### src/rtl/lib_regbank_pkg.sv
// Shared constants for the PL-side local register bank: byte offsets of the
// register map, the default ID word and the value returned for unmapped reads.
package lib_regbank_pkg;

    localparam int unsigned ADDR_ID         = 32'h000;
    localparam int unsigned ADDR_SCRATCH    = 32'h004;
    localparam int unsigned ADDR_PULSE      = 32'h008;
    localparam int unsigned ADDR_IRQ_STATUS = 32'h00C;
    localparam int unsigned ADDR_IRQ_ENABLE = 32'h010;
    localparam int unsigned ADDR_TIMESTAMP  = 32'h014;
    localparam int unsigned ADDR_CMD        = 32'h018;
    localparam int unsigned BASE_CTRL       = 32'h100;
    localparam int unsigned BASE_STAT       = 32'h200;

    localparam logic [31:0] DEFAULT_ID_VALUE = 32'h4C52_0100;
    localparam logic [31:0] RD_UNMAPPED      = 32'h0000_0000;

endpackage

### src/rtl/lib_irq_w1c.sv
// Interrupt block: rising-edge detect on irq_in, write-1-to-clear status
// (set wins over clear), enable mask and registered level interrupt.
module lib_irq_w1c #(
    parameter int N_IRQ = 8
) (
    input  logic             clk,
    input  logic             rst,
    input  logic [N_IRQ-1:0] irq_in,
    input  logic             clr_wen,
    input  logic [N_IRQ-1:0] clr_data,
    input  logic             en_wen,
    input  logic [N_IRQ-1:0] en_data,
    output logic [N_IRQ-1:0] status,
    output logic [N_IRQ-1:0] enable,
    output logic             irq_out
);

    logic [N_IRQ-1:0] irq_prev;
    logic [N_IRQ-1:0] clr_mask;
    logic [N_IRQ-1:0] set_mask;

    assign clr_mask = clr_wen ? clr_data : '0;
    assign set_mask = irq_in & ~irq_prev;

    always_ff @(posedge clk) begin
        if (rst) begin
            irq_prev <= '0;
            status   <= '0;
            enable   <= '0;
            irq_out  <= 1'b0;
        end else begin
            irq_prev <= irq_in;
            // OR-ing the set term last lets a new edge survive a same-cycle clear
            status   <= (status & ~clr_mask) | set_mask;
            if (en_wen) begin
                enable <= en_data;
            end
            irq_out  <= |(status & enable);
        end
    end

endmodule

### src/rtl/lib_local_regbank.sv
// PL-side register bank behind the AXI-lite-to-local bridge.
// Optional build macro LIB_REGBANK_SHADOW_EN: CTRL writes land in shadows, committed by CMD bit0.
module lib_local_regbank
    import lib_regbank_pkg::*;
#(
    parameter int               AXI_AW   = 12,
    parameter int               AXI_DW   = 32,
    parameter int               N_CTRL   = 8,
    parameter int               N_STAT   = 8,
    parameter int               N_IRQ    = 8,
    parameter logic [AXI_DW-1:0] ID_VALUE = AXI_DW'(DEFAULT_ID_VALUE)
) (
    input  logic                     S_AXI_ACLK,
    input  logic                     S_AXI_ARESET,
    input  logic                     ps_to_pl_wen,
    input  logic [AXI_AW-1:0]        ps_to_pl_addr,
    input  logic [AXI_DW-1:0]        ps_to_pl_data,
    input  logic                     pl_to_ps_ren,
    input  logic [AXI_AW-1:0]        pl_to_ps_addr,
    output logic [AXI_DW-1:0]        pl_to_ps_data,
    output logic [N_CTRL*AXI_DW-1:0] ctrl_out,
    input  logic [N_STAT*AXI_DW-1:0] stat_in,
    output logic [AXI_DW-1:0]        pulse_out,
    input  logic [N_IRQ-1:0]         irq_in,
    output logic                     irq_out
);

    localparam int WW = AXI_AW - 2;

    localparam logic [WW-1:0] W_ID         = WW'(ADDR_ID >> 2);
    localparam logic [WW-1:0] W_SCRATCH    = WW'(ADDR_SCRATCH >> 2);
    localparam logic [WW-1:0] W_PULSE      = WW'(ADDR_PULSE >> 2);
    localparam logic [WW-1:0] W_IRQ_STATUS = WW'(ADDR_IRQ_STATUS >> 2);
    localparam logic [WW-1:0] W_IRQ_ENABLE = WW'(ADDR_IRQ_ENABLE >> 2);
    localparam logic [WW-1:0] W_TIMESTAMP  = WW'(ADDR_TIMESTAMP >> 2);
    localparam logic [WW-1:0] W_CMD        = WW'(ADDR_CMD >> 2);
    localparam logic [WW-1:0] W_CTRL       = WW'(BASE_CTRL >> 2);
    localparam logic [WW-1:0] W_STAT       = WW'(BASE_STAT >> 2);

    logic [WW-1:0]     wr_word;
    logic [WW-1:0]     rd_word;
    logic              wr_scratch;
    logic              wr_pulse;
    logic              wr_irq_status;
    logic              wr_irq_enable;
    logic              wr_timestamp;
    logic              wr_cmd;
    logic              unused_addr_lsbs;

    logic [AXI_DW-1:0] scratch;
    logic [31:0]       timestamp;
    logic [AXI_DW-1:0] ctrl_q [N_CTRL];
`ifdef LIB_REGBANK_SHADOW_EN
    logic [AXI_DW-1:0] shadow [N_CTRL];
`endif
    logic [N_IRQ-1:0]  irq_status;
    logic [N_IRQ-1:0]  irq_enable;
    logic [AXI_DW-1:0] rd_value;

    // Byte-lane bits are ignored: every register is a full word.
    assign wr_word          = ps_to_pl_addr[AXI_AW-1:2];
    assign rd_word          = pl_to_ps_addr[AXI_AW-1:2];
    assign unused_addr_lsbs = ^{ps_to_pl_addr[1:0], pl_to_ps_addr[1:0]};

    assign wr_scratch    = ps_to_pl_wen && (wr_word == W_SCRATCH);
    assign wr_pulse      = ps_to_pl_wen && (wr_word == W_PULSE);
    assign wr_irq_status = ps_to_pl_wen && (wr_word == W_IRQ_STATUS);
    assign wr_irq_enable = ps_to_pl_wen && (wr_word == W_IRQ_ENABLE);
    assign wr_timestamp  = ps_to_pl_wen && (wr_word == W_TIMESTAMP);
    assign wr_cmd        = ps_to_pl_wen && (wr_word == W_CMD);

    lib_irq_w1c #(
        .N_IRQ (N_IRQ)
    ) u_irq (
        .clk      (S_AXI_ACLK),
        .rst      (S_AXI_ARESET),
        .irq_in   (irq_in),
        .clr_wen  (wr_irq_status),
        .clr_data (ps_to_pl_data[N_IRQ-1:0]),
        .en_wen   (wr_irq_enable),
        .en_data  (ps_to_pl_data[N_IRQ-1:0]),
        .status   (irq_status),
        .enable   (irq_enable),
        .irq_out  (irq_out)
    );

    always_ff @(posedge S_AXI_ACLK) begin
        if (S_AXI_ARESET) begin
            scratch       <= '0;
            pulse_out     <= '0;
            timestamp     <= '0;
            pl_to_ps_data <= '0;
            for (int i = 0; i < N_CTRL; i++) begin
                ctrl_q[i] <= '0;
`ifdef LIB_REGBANK_SHADOW_EN
                shadow[i] <= '0;
`endif
            end
        end else begin
            if (wr_scratch) begin
                scratch <= ps_to_pl_data;
            end
            pulse_out <= wr_pulse ? ps_to_pl_data : '0;
            timestamp <= wr_timestamp ? 32'd0 : timestamp + 32'd1;
            for (int i = 0; i < N_CTRL; i++) begin
`ifdef LIB_REGBANK_SHADOW_EN
                // Commit reads the shadow before this cycle's write lands in it
                if (wr_cmd && ps_to_pl_data[0]) begin
                    ctrl_q[i] <= shadow[i];
                end
                if (ps_to_pl_wen && (wr_word == W_CTRL + WW'(i))) begin
                    shadow[i] <= ps_to_pl_data;
                end
`else
                if (ps_to_pl_wen && (wr_word == W_CTRL + WW'(i))) begin
                    ctrl_q[i] <= ps_to_pl_data;
                end
`endif
            end
            if (pl_to_ps_ren) begin
                pl_to_ps_data <= rd_value;
            end
        end
    end

`ifndef LIB_REGBANK_SHADOW_EN
    logic unused_cmd;
    assign unused_cmd = wr_cmd;
`endif

    // Read decode sees pre-write register values, so a same-cycle write is not visible.
    always_comb begin
        rd_value = AXI_DW'(RD_UNMAPPED);
        case (rd_word)
            W_ID:         rd_value = ID_VALUE;
            W_SCRATCH:    rd_value = scratch;
            W_IRQ_STATUS: rd_value = AXI_DW'(irq_status);
            W_IRQ_ENABLE: rd_value = AXI_DW'(irq_enable);
            W_TIMESTAMP:  rd_value = AXI_DW'(timestamp);
            default:      ;
        endcase
        for (int i = 0; i < N_CTRL; i++) begin
            if (rd_word == W_CTRL + WW'(i)) begin
`ifdef LIB_REGBANK_SHADOW_EN
                rd_value = shadow[i];
`else
                rd_value = ctrl_q[i];
`endif
            end
        end
        for (int i = 0; i < N_STAT; i++) begin
            if (rd_word == W_STAT + WW'(i)) begin
                rd_value = stat_in[i*AXI_DW +: AXI_DW];
            end
        end
    end

    always_comb begin
        ctrl_out = '0;
        for (int i = 0; i < N_CTRL; i++) begin
            ctrl_out[i*AXI_DW +: AXI_DW] = ctrl_q[i];
        end
    end

endmodule

### config.mk
export PLATFORM = sky130hd
export DESIGN_NAME = lib_local_regbank
export DESIGN_NICKNAME = d
export VERILOG_FILES = /design/src/rtl/lib_regbank_pkg.sv /design/src/rtl/lib_irq_w1c.sv /design/src/rtl/lib_local_regbank.sv
export SDC_FILE = /design/constraint.sdc
export NUM_CORES = 1
export LEC_CHECK = 0
export CORE_ASPECT_RATIO = 0.5
export CORE_MARGIN = 2
export CORE_UTILIZATION = 38
export CTS_CLUSTER_SIZE = 14
export DETAILED_ROUTE_END_ITERATION = 12
export HOLD_SLACK_MARGIN = 0.1
export PLACE_DENSITY_LB_ADDON = 0.1
export REMOVE_ABC_BUFFERS = 1
export SYNTH_ARGS = -nofsm -noshare
export SYNTH_HDL_FRONTEND = slang
export SYNTH_SLANG_ARGS = --single-unit
### constraint.sdc
create_clock -name S_AXI_ACLK -period 3.8 [get_ports S_AXI_ACLK]
set_input_delay 0.95 -clock S_AXI_ACLK [delete_from_list [all_inputs] [get_ports S_AXI_ACLK]]
set_output_delay 0.95 -clock S_AXI_ACLK [all_outputs]
set_load 0.05 [all_outputs]
==> key figures <==
Status
  • Status: finished clean

Clock tree
  • CTS H-tree lvls: 2
  • Clock Sinks: slightly above 400
  • CTS Buf Count: 41
  • Clock tree buffer depth: 3
  • Worst-path clk slew: 0.07 ns
  • CTS root buffer: clkbuf_16
  • TritonCTS clock tree: yes
  • Cts repair resizes: 0
  • Hold-fix buffers, CTS: 0
  • Post-CTS setup buffer count: 0
  • Worst skew pair latency: 0.58 ns

Synth
  • Synth Flop Type: edfxtp_1
  • Post-synth top area cell: edfxtp_1
  • Post-synth cell types: 83
  • EDFF count, synth: 256
  • Sequential fraction of the synthesis area: 52.77%
  • Syn_area_per_cell: 9.751 um^2
  • Top post-synthesis cells by area: edfxtp_1 38%, dfxtp_1 15%, nor2_1 5.8%
  • Seq cells post-synth: 409
  • Most numerous cell in the Yosys netlist: nor2_1
  • Cells after Synth: 2,089
  • Ys async rst share: 0%
  • Area share of the largest cell type after synthesis: 37.74%
  • Synth warnings: 0
  • Syn Std Cell Area: ~0.020 mm^2
  • Synth top cells by count: 315 x nor2_1, 256 x edfxtp_1, 166 x nand2_1

Routing
  • DRC errors left: 0
  • Final ANT Viol Nets: 0
  • DRT Pass-1 Iters: 6
  • WL per Instance: ~30 um
  • DR iter-0 viols: 2,706
  • Drt via density: 5.929
  • Via count: 20,760
  • DRT Wirelength: 102.1 mm

Pwr
  • Pwr Density: between 300 and 400 mW/mm^2
  • Static Leak: 10.47 nW
  • Post-route total power: 0.01141 W
  • Peak VDD IR: ~350 uV

Floorplanning
  • Row cnt: 59
  • I/O pin cnt: 645
  • Die area: 0.05559 mm^2
  • Die Span Y: 167.7 um
  • Core area: around 0.052 mm^2
  • Initial Util: 38.81%
  • Die W: 331.4 um

Global route
  • Initial antenna violation count: 16
  • First-pass GRT wire length: between 100 and 150 mm
  • Largest net degree at the start of global routing: 60
  • Vias in the first global route: around 20,000
  • GRT overflow: 0
  • Gr usage total: a little over a third

STA
  • Setup violators final: 0
  • Slew headroom: a little under a quarter
  • Unrepaired setup endpoints after global routing: no
  • Final worst-path cycle share: 83.41%
  • Final Slew Violations: 0
  • Worst-margin pin slew: 1.138 ns
  • WHS: 0.4544 ns
  • Peak Freq: around 320 MHz
  • Fin crit period: 3.170 ns
  • Final setup TNS: 0 ns
  • Worst Skew: between 0.02 and 0.025 ns
  • Hold Fails Final Rpt: 0

Run
  • Max-cap violations: 0

Cells and area
  • Nets: approximately 3,100
  • Fill cells: 4,749
  • Area growth, synth to finish: 45.81%
  • Layout cells sized above 1: 9.430%
  • Fin area: ~0.03 mm^2

Critical path
  • Setup crit start kind: primary input
  • Worst path required time: 4.18 ns
  • CP max FO: 23
  • WP data arrival: 3.55 ns
  • Crit path capture type: flop
  • CP Class: primary input to flop

Place
  • RePlAce Congestion: 0.9858
  • Port Buffers: 640
  • Area after DPL: 0.02837 mm^2
  • Final HPWL DP: approximately 76 mm

Worst hold path
  • Hold Path Class: flop to flop
[path summary, 6_finish.rpt]
check / startpoint / end / slack, ns / depth (start not counted)
hold / removal: scratch[24]$_SDFFE_PP0P_ / scratch[24]$_SDFFE_PP0P_ / 0.45 / 2
hold reg to reg: scratch[24]$_SDFFE_PP0P_ / scratch[24]$_SDFFE_PP0P_ / 0.45 / 2
setup reg to reg: ctrl_q[0][89]$_SDFFCE_PN0P_ / pl_to_ps_data[25]$_SDFFE_PP0P_ / 1.68 / 5
setup / recovery: pl_to_ps_addr[5] / pl_to_ps_data[25]$_SDFFE_PP0P_ / 0.63 / 7
[where the power goes]
group	internal, W	switching, W	total, W
Sequential	0.00490	0.000126	0.00502
Combinational	0.000832	0.00138	0.00222
Clock	0.00230	0.00187	0.00417
Total	0.00802	0.00338	0.0114
[critical path: stages]
cell             delay [ns]
clkdlybuf4s50_1        0.57
or3b_1                 0.59
buf_12                 0.24
o221ai_1               0.08
a32oi_1                0.07
o21ai_0                0.90
a22oi_1                0.13
[cells by family (layout without fill, tap and decap cells)]
logic type	Yosys count	count (layout)	synth area share, %
xor+xnor	29	29	1.247
compound gates	595	595	19.15
fa+ha+maj	1	1	0.06141
flops	409	409	52.77
simple gates	727	727	16.63
other cells	0	12	0
mux	116	116	5.884
buf+inv	212	912	4.257
[state kept, by name, summed over array words and instances (netlist names), 8 cells and up]
| name | flops |
|---|---|
| scratch | 32 |
| ctrl_q | 256 |
| u_irq.irq_prev | 8 |
| u_irq.status | 8 |
| pulse_out | 32 |
| pl_to_ps_data | 32 |
| u_irq.enable | 8 |
| timestamp | 32 |
[layer usage]
layer / vias up / share of wire (%) / GRT usage, %
met1: 10140 / 39 / 45.52
li1: 9044 / - / -
met2: 1355 / 45 / 55.75
met4: 10 / 3.6 / 12.59
met5: - / 0.046 / 0
met3: 216 / 13 / 12.54
[cells in the final DEF (no fill, tap or decap), drive strengths merged, types with 33 or more instances in the layout]
cell	Yosys	final
a21oi	123	123
clkdlybuf4s50	0	635
buf	54	149
o22a	33	33
o21ai	146	146
nand2	166	166
nor2	318	318
dfxtp	153	153
nand3	38	38
o22ai	75	75
nand2b	59	59
mux2i	95	95
and2	37	37
inv	51	54
a22oi	34	34
clkbuf	105	52
edfxtp	256	256
[metrics by stage]
step	std cells	worst slack (ns)	util, %
global placement	3415	0.1941	54.04
CTS	3490	0.7591	56.54
global route	3500	0.5675	56.58
finish	3502	0.6303	56.59
floorplan	1930	0.03586	-
detailed placement	3415	0.1819	54.04
[layout make-up]
class	instances	area [um^2]	area share [%]
Tap cell	701	877.1	2.953
Inverter	53	198.9	0.6698
Antenna cell	12	30.03	0.1011
Timing Repair Buffer	784	7699	25.92
Clock buffer	52	1077	3.627
Sequential cell	409	10750	36.19
Multi-Input combinational cell	1468	8841	29.76
Clock inverter	23	230.2	0.7751
No activity file was read; power rests on OpenSTA's default activity.
